[config.mk]
export PLATFORM = sky130hd
export DESIGN_NAME = uart_tx_mmio
export DESIGN_NICKNAME = d
export VERILOG_FILES = /design/src/rtl/uart_tx_mmio.sv
export SDC_FILE = /design/constraint.sdc
export NUM_CORES = 1
export LEC_CHECK = 0
export ABC_AREA = 1
export BUFFER_PORTS_ARGS = -buffer_cell sky130_fd_sc_hd__buf_4
export CAP_MARGIN = 20
export CORE_ASPECT_RATIO = 2
export CORE_MARGIN = 2
export CORE_UTILIZATION = 44
export CTS_CLUSTER_DIAMETER = 150
export DETAILED_ROUTE_END_ITERATION = 12
export GPL_ROUTABILITY_DRIVEN = 0
export PLACE_DENSITY = 0.84
export RECOVER_POWER = 100
export SYNTH_ARGS = -nofsm -noshare
export SYNTH_HDL_FRONTEND = slang
export SYNTH_SLANG_ARGS = --single-unit
export TNS_END_PERCENT = 20
[constraint.sdc]
create_clock -name clk -period 1.4 [get_ports clk]
set_input_delay 0.14 -clock clk [delete_from_list [all_inputs] [get_ports clk]]
set_output_delay 0.14 -clock clk [all_outputs]
set_load 0.005 [all_outputs]
[src/rtl/uart_tx_mmio.sv]
// uart_tx_mmio
// Memory-mapped 8N1 UART transmitter sitting on the core's store path.
// A store with device code 01 loads the TX data register. A store with
// device code 11 and data bit 0 set starts a frame, but only when the
// transmitter is idle. Busy status is presented on Status_Out so the core
// can poll it through the read path.
//
// Ports:
//   clk          in   system clock, rising edge
//   reset        in   asynchronous active-low reset
//   Write_Enable in   store strobe, one cycle per store
//   Select       in   [1:0] device code (01 data, 11 control, 10 RX, 00 none)
//   Write_Data   in   [DATA_WIDTH-1:0] store data
//   Tx           out  serial line, idles high, driven from a flop
//   Tx_Busy      out  high while a frame is in flight
//   Tx_Done      out  one-cycle pulse as the frame ends
//   Status_Out   out  [DATA_WIDTH-1:0] {0..., Tx_Busy}, combinational
//   o_dbg_state  out  [1:0] current FSM state (0 idle, 1 start, 2 data, 3 stop)
//
// Store interface: there is no back-pressure. Every cycle with Write_Enable
// high is a complete store; it is either acted on in that cycle or dropped.
module uart_tx_mmio #(
  parameter int DATA_WIDTH   = 32,
  parameter int CLKS_PER_BIT = 434
) (
  input  logic                  clk,
  input  logic                  reset,
  input  logic                  Write_Enable,
  input  logic [1:0]            Select,
  input  logic [DATA_WIDTH-1:0] Write_Data,
  output logic                  Tx,
  output logic                  Tx_Busy,
  output logic                  Tx_Done,
  output logic [DATA_WIDTH-1:0] Status_Out,
  output logic [1:0]            o_dbg_state
);

  localparam int            CW   = $clog2(CLKS_PER_BIT);
  localparam logic [CW-1:0] LAST = CW'(CLKS_PER_BIT - 1);

  typedef enum logic [1:0] {
    S_IDLE  = 2'd0,
    S_START = 2'd1,
    S_DATA  = 2'd2,
    S_STOP  = 2'd3
  } state_t;

  state_t        r_state;
  logic [7:0]    r_tx_data;
  logic [7:0]    r_shift;
  logic [CW-1:0] r_baud;
  logic [2:0]    r_bit;
  logic          r_tx;
  logic          r_done;

  logic w_data_wr;
  logic w_start_cmd;
  logic w_bit_end;

  assign w_data_wr   = Write_Enable && (Select == 2'b01);
  assign w_start_cmd = Write_Enable && (Select == 2'b11) && Write_Data[0];
  assign w_bit_end   = (r_baud == LAST);

  // The data register is independent of the frame in flight: the shift
  // register holds its own copy, so a reload here never corrupts a frame.
  always_ff @(posedge clk or negedge reset) begin
    if (!reset) begin
      r_tx_data <= 8'h00;
    end else if (w_data_wr) begin
      r_tx_data <= Write_Data[7:0];
    end
  end

  always_ff @(posedge clk or negedge reset) begin
    if (!reset) begin
      r_state <= S_IDLE;
      r_shift <= 8'h00;
      r_baud  <= '0;
      r_bit   <= 3'd0;
      r_tx    <= 1'b1;
      r_done  <= 1'b0;
    end else begin
      r_done <= 1'b0;
      case (r_state)
        S_IDLE: begin
          // Starts arriving in any other state are simply not looked at.
          if (w_start_cmd) begin
            r_state <= S_START;
            r_shift <= r_tx_data;
            r_baud  <= '0;
            r_bit   <= 3'd0;
            r_tx    <= 1'b0;
          end
        end
        S_START: begin
          if (w_bit_end) begin
            r_state <= S_DATA;
            r_baud  <= '0;
            r_tx    <= r_shift[0];
          end else begin
            r_baud <= r_baud + CW'(1);
          end
        end
        S_DATA: begin
          if (w_bit_end) begin
            r_baud <= '0;
            if (r_bit == 3'd7) begin
              r_state <= S_STOP;
              r_bit   <= 3'd0;
              r_tx    <= 1'b1;
            end else begin
              // Line takes the next bit on the same edge the shift happens,
              // so Tx never passes through an intermediate value.
              r_bit   <= r_bit + 3'd1;
              r_shift <= {1'b0, r_shift[7:1]};
              r_tx    <= r_shift[1];
            end
          end else begin
            r_baud <= r_baud + CW'(1);
          end
        end
        S_STOP: begin
          if (w_bit_end) begin
            r_state <= S_IDLE;
            r_baud  <= '0;
            r_done  <= 1'b1;
          end else begin
            r_baud <= r_baud + CW'(1);
          end
        end
      endcase
    end
  end

  assign Tx          = r_tx;
  assign Tx_Busy     = (r_state != S_IDLE);
  assign Tx_Done     = r_done;
  assign Status_Out  = {{(DATA_WIDTH-1){1'b0}}, Tx_Busy};
  assign o_dbg_state = r_state;

endmodule

==> flow_metrics.env <==
export IMPL_status="finished, violations left"
export IMPL_violations="setup timing"
export IMPL_grt_pass1_wl_um=6640
export IMPL_rsz0062_at_grt="true"
export IMPL_internal_power_mw=3.13
export IMPL_instances_no_fill=318
export IMPL_fin_crit_sh_pct=102
export IMPL_design_area_sq_mm=0.00257
export IMPL_coreArea_sq_mm=0.00434
export IMPL_drt_total_wl_um=4180
export IMPL_avgSynthCellArea_sq_um=9.35
export IMPL_fillers=350
export IMPL_path_class="reg2reg"
export IMPL_first_global_vias=1619
export IMPL_hold_violations=0
export IMPL_regToRegStartpoint="r_bit[1]"
export IMPL_layout_commonest_cell="buf_4"
export IMPL_grt_overflow_total=0
export IMPL_die_y_um=98.9
export IMPL_p_leak_nw=1.23
export IMPL_period_needed_ps=1430
export IMPL_final_nets=309
export IMPL_dp_hpwl_um=2970
export IMPL_drive_gt1_share_pct=45.1
export IMPL_sw_frac_of_total_pct=42.5
export IMPL_firstDrtPassIters=4
export IMPL_synth_area_sq_mm=0.00198
export IMPL_crit_required_ps=1570
export IMPL_dp_cells=301
export IMPL_clkTransAtPathRegs_ps=70
export IMPL_cts_buffers=5
export IMPL_cp_startpoint="r_bit[1]"
export IMPL_start_util_pct=45.7
export IMPL_critPathCaptureType="register"
export IMPL_drt_initial_drc_count=30
export IMPL_synthCells=212
export IMPL_irDropWorstVdd_mv=1.23
export IMPL_ios=74
export IMPL_vias=1585
export IMPL_synth_edf_count=0
export IMPL_port_buffers=18
export IMPL_clk_latency_ps=290
export IMPL_yosysUniqueCellTypes=36
export IMPL_power_share_sequential_pct=27.6
export IMPL_area_delta_synth_final_pct=29.7
export IMPL_cts_buffer_depth=2
export IMPL_power_switching_mw=2.31
export IMPL_cp_max_fo=8
export IMPL_grt_max_degree=33
export IMPL_dieWidth_um=51.5
export IMPL_avgViaCountPerCell=4.98
export IMPL_ys_warn_count=0
export IMPL_antenna_found_initial=0
export IMPL_synth_seq_cells=32
export IMPL_cp_arrival_ps=1600
export IMPL_cts_tree="built"
export IMPL_p_comb_share_pct=59.3
export IMPL_startpoint_type="register"
export IMPL_cts_num_sinks=32
export IMPL_p_clk_share_pct=13.1
export IMPL_worstMarginPinSlew_ps=790
export IMPL_dpl_cell_area_sq_mm=0.00224
export IMPL_async_flop_share_pct=100
export IMPL_ant_nets=0
export IMPL_root_buffer="clkbuf_8"
export IMPL_ys_seq_area_share_pct=40.5
export IMPL_drc=0
export IMPL_pwr_density_cell_mw_per_mm2=2120
export IMPL_regToRegSetupSlack_ps=-30
export IMPL_ys_flop_type="dfrtp_1"
export IMPL_drv_cap=0
export IMPL_setup_ws_ps=-32.1
export IMPL_dieArea_sq_mm=0.00509
export IMPL_timing_fmax_mhz=698
export IMPL_hold_slack_ps=77.5
export IMPL_min_delay_start="Write_Data[6]"
export IMPL_slew_headroom_pct=47.3
export IMPL_final_cell_mix="38 x buf_4, 34 x nand2_1, 31 x conb_1"
export IMPL_grt_usage_pct=17.1
export IMPL_wl_per_cell_um=13.1
export IMPL_fp_row_count=34
export IMPL_skew_ps=8.78
export IMPL_antennaDiodeCount=0
export IMPL_min_path_type="in2reg"
export IMPL_slew_violations=0
export IMPL_h_tree_depth=2
export IMPL_setup_viol=11
## layout make-up
class / count / area, sq um / area share (%)
multi-input combinational: 161 / 1160 / 45.3
sequential: 32 / 803 / 31.2
timing repair buffer: 48 / 383 / 14.9
clock buffer: 5 / 68.8 / 2.68
tap: 54 / 67.6 / 2.63
inverter: 15 / 61.3 / 2.38
clock inverter: 3 / 23.8 / 0.925
## metal layers
| layer | global-route usage (%) | vias up | share of wire, % |
|---|---|---|---|
| li1 | - | 738 | - |
| met1 | 15.0 | 766 | 33 |
| met2 | 31.9 | 61 | 57 |
| met3 | 3.48 | 20 | 4.4 |
| met4 | 12.6 | 0 | 5.8 |
| met5 | 0 | - | 0 |
## logic make-up (layout without fill, tap and decap cells)
kind of cell | after synthesis | in the layout | share of synthesized area, %
other | 1 | 31 | 0.189
adder cells (fa/ha/maj) | 9 | 9 | 5.68
AND/OR/NAND/NOR | 71 | 72 | 17.9
XOR/XNOR | 3 | 3 | 1.33
buffers and inverters | 50 | 71 | 16.0
flip-flops | 32 | 32 | 40.5
AO/OA/AOI/OAI | 32 | 32 | 10.9
multiplexers | 14 | 14 | 7.58
## synth_stat cells (4+ instances only)
cell type,count,area share (%)
o21ai_2,8,3.5
inv_2,5,0.95
a21oi_1,4,1.0
o22ai_1,4,1.3
mux2i_1,6,3.0
o21ai_0,7,1.8
ha_1,9,5.7
nand3_1,4,1.0
mux2_2,8,4.5
buf_4,32,12
o21ai_1,4,1.0
nand2_1,43,8.1
nand4_1,4,1.3
dfrtp_1,31,39
nor2_1,5,0.95
nand2_2,4,1.3
inv_1,10,1.9
## repair_timing
| action | CTS | global route |
|---|---|---|
| pin swaps | 10 | 10 |
| gates cloned | 1 | 0 |
| hold buffers | 1 | 0 |
| gates resized for setup | 18 | 25 |
| setup endpoints to repair | 17 | 24 |
| setup buffers | 1 | 6 |
| hold endpoints to repair | 31 | 0 |
## registers in the layout, summed over array words and instances, names as in the netlist
name and flops:
o_dbg_state 2, Tx 1, r_bit 3, r_baud 9, r_tx_data 8, Tx_Done 1, r_shift 8
## power groups by stage
| stage | Combinational (mW) | Clock (mW) | Sequential (mW) |
|---|---|---|---|
| floorplan | 1.79 | 0 | 1.48 |
| CTS | 2.85 | 0.734 | 1.48 |
| global placement | 2.46 | 0 | 1.47 |
| detailed placement | 2.55 | 0 | 1.49 |
| global route | 3.51 | 0.763 | 1.54 |
| finish | 3.22 | 0.715 | 1.50 |
## per-stage QoR
| stage | utilization [%] | setup WS (ps) | TNS (ps) | power (mW) |
|---|---|---|---|---|
| floorplan | - | -9.93 | -19.9 | 3.27 |
| global placement | 51.6 | -85.0 | -863 | 3.93 |
| detailed placement | 51.6 | -112 | -1180 | 4.04 |
| CTS | 56.0 | -101 | -810 | 5.06 |
| global route | 59.3 | -107 | -1550 | 5.81 |
| finish | 59.3 | -32.1 | -231 | 5.44 |
## worst paths after layout
kind / to / cells past startpoint
hold / removal: r_tx_data[6] / 2
setup / recovery: r_shift[0] / 8
setup reg to reg: r_shift[0] / 8
hold reg to reg: Tx / 2
max in group asynchronous: r_baud[0] / 2
min in group asynchronous: r_tx_data[4] / 2
## worst max-delay path: stages, from the launching register on
cell and delay (ps):
dfrtp_1 390, ha_2 200, ha_4 160, inv_4 70, nand2_4 60, o21ai_4 90, nand3_4 170, nand2_1 120
o21ai_2 50
(Power assumes the default switching activity.)
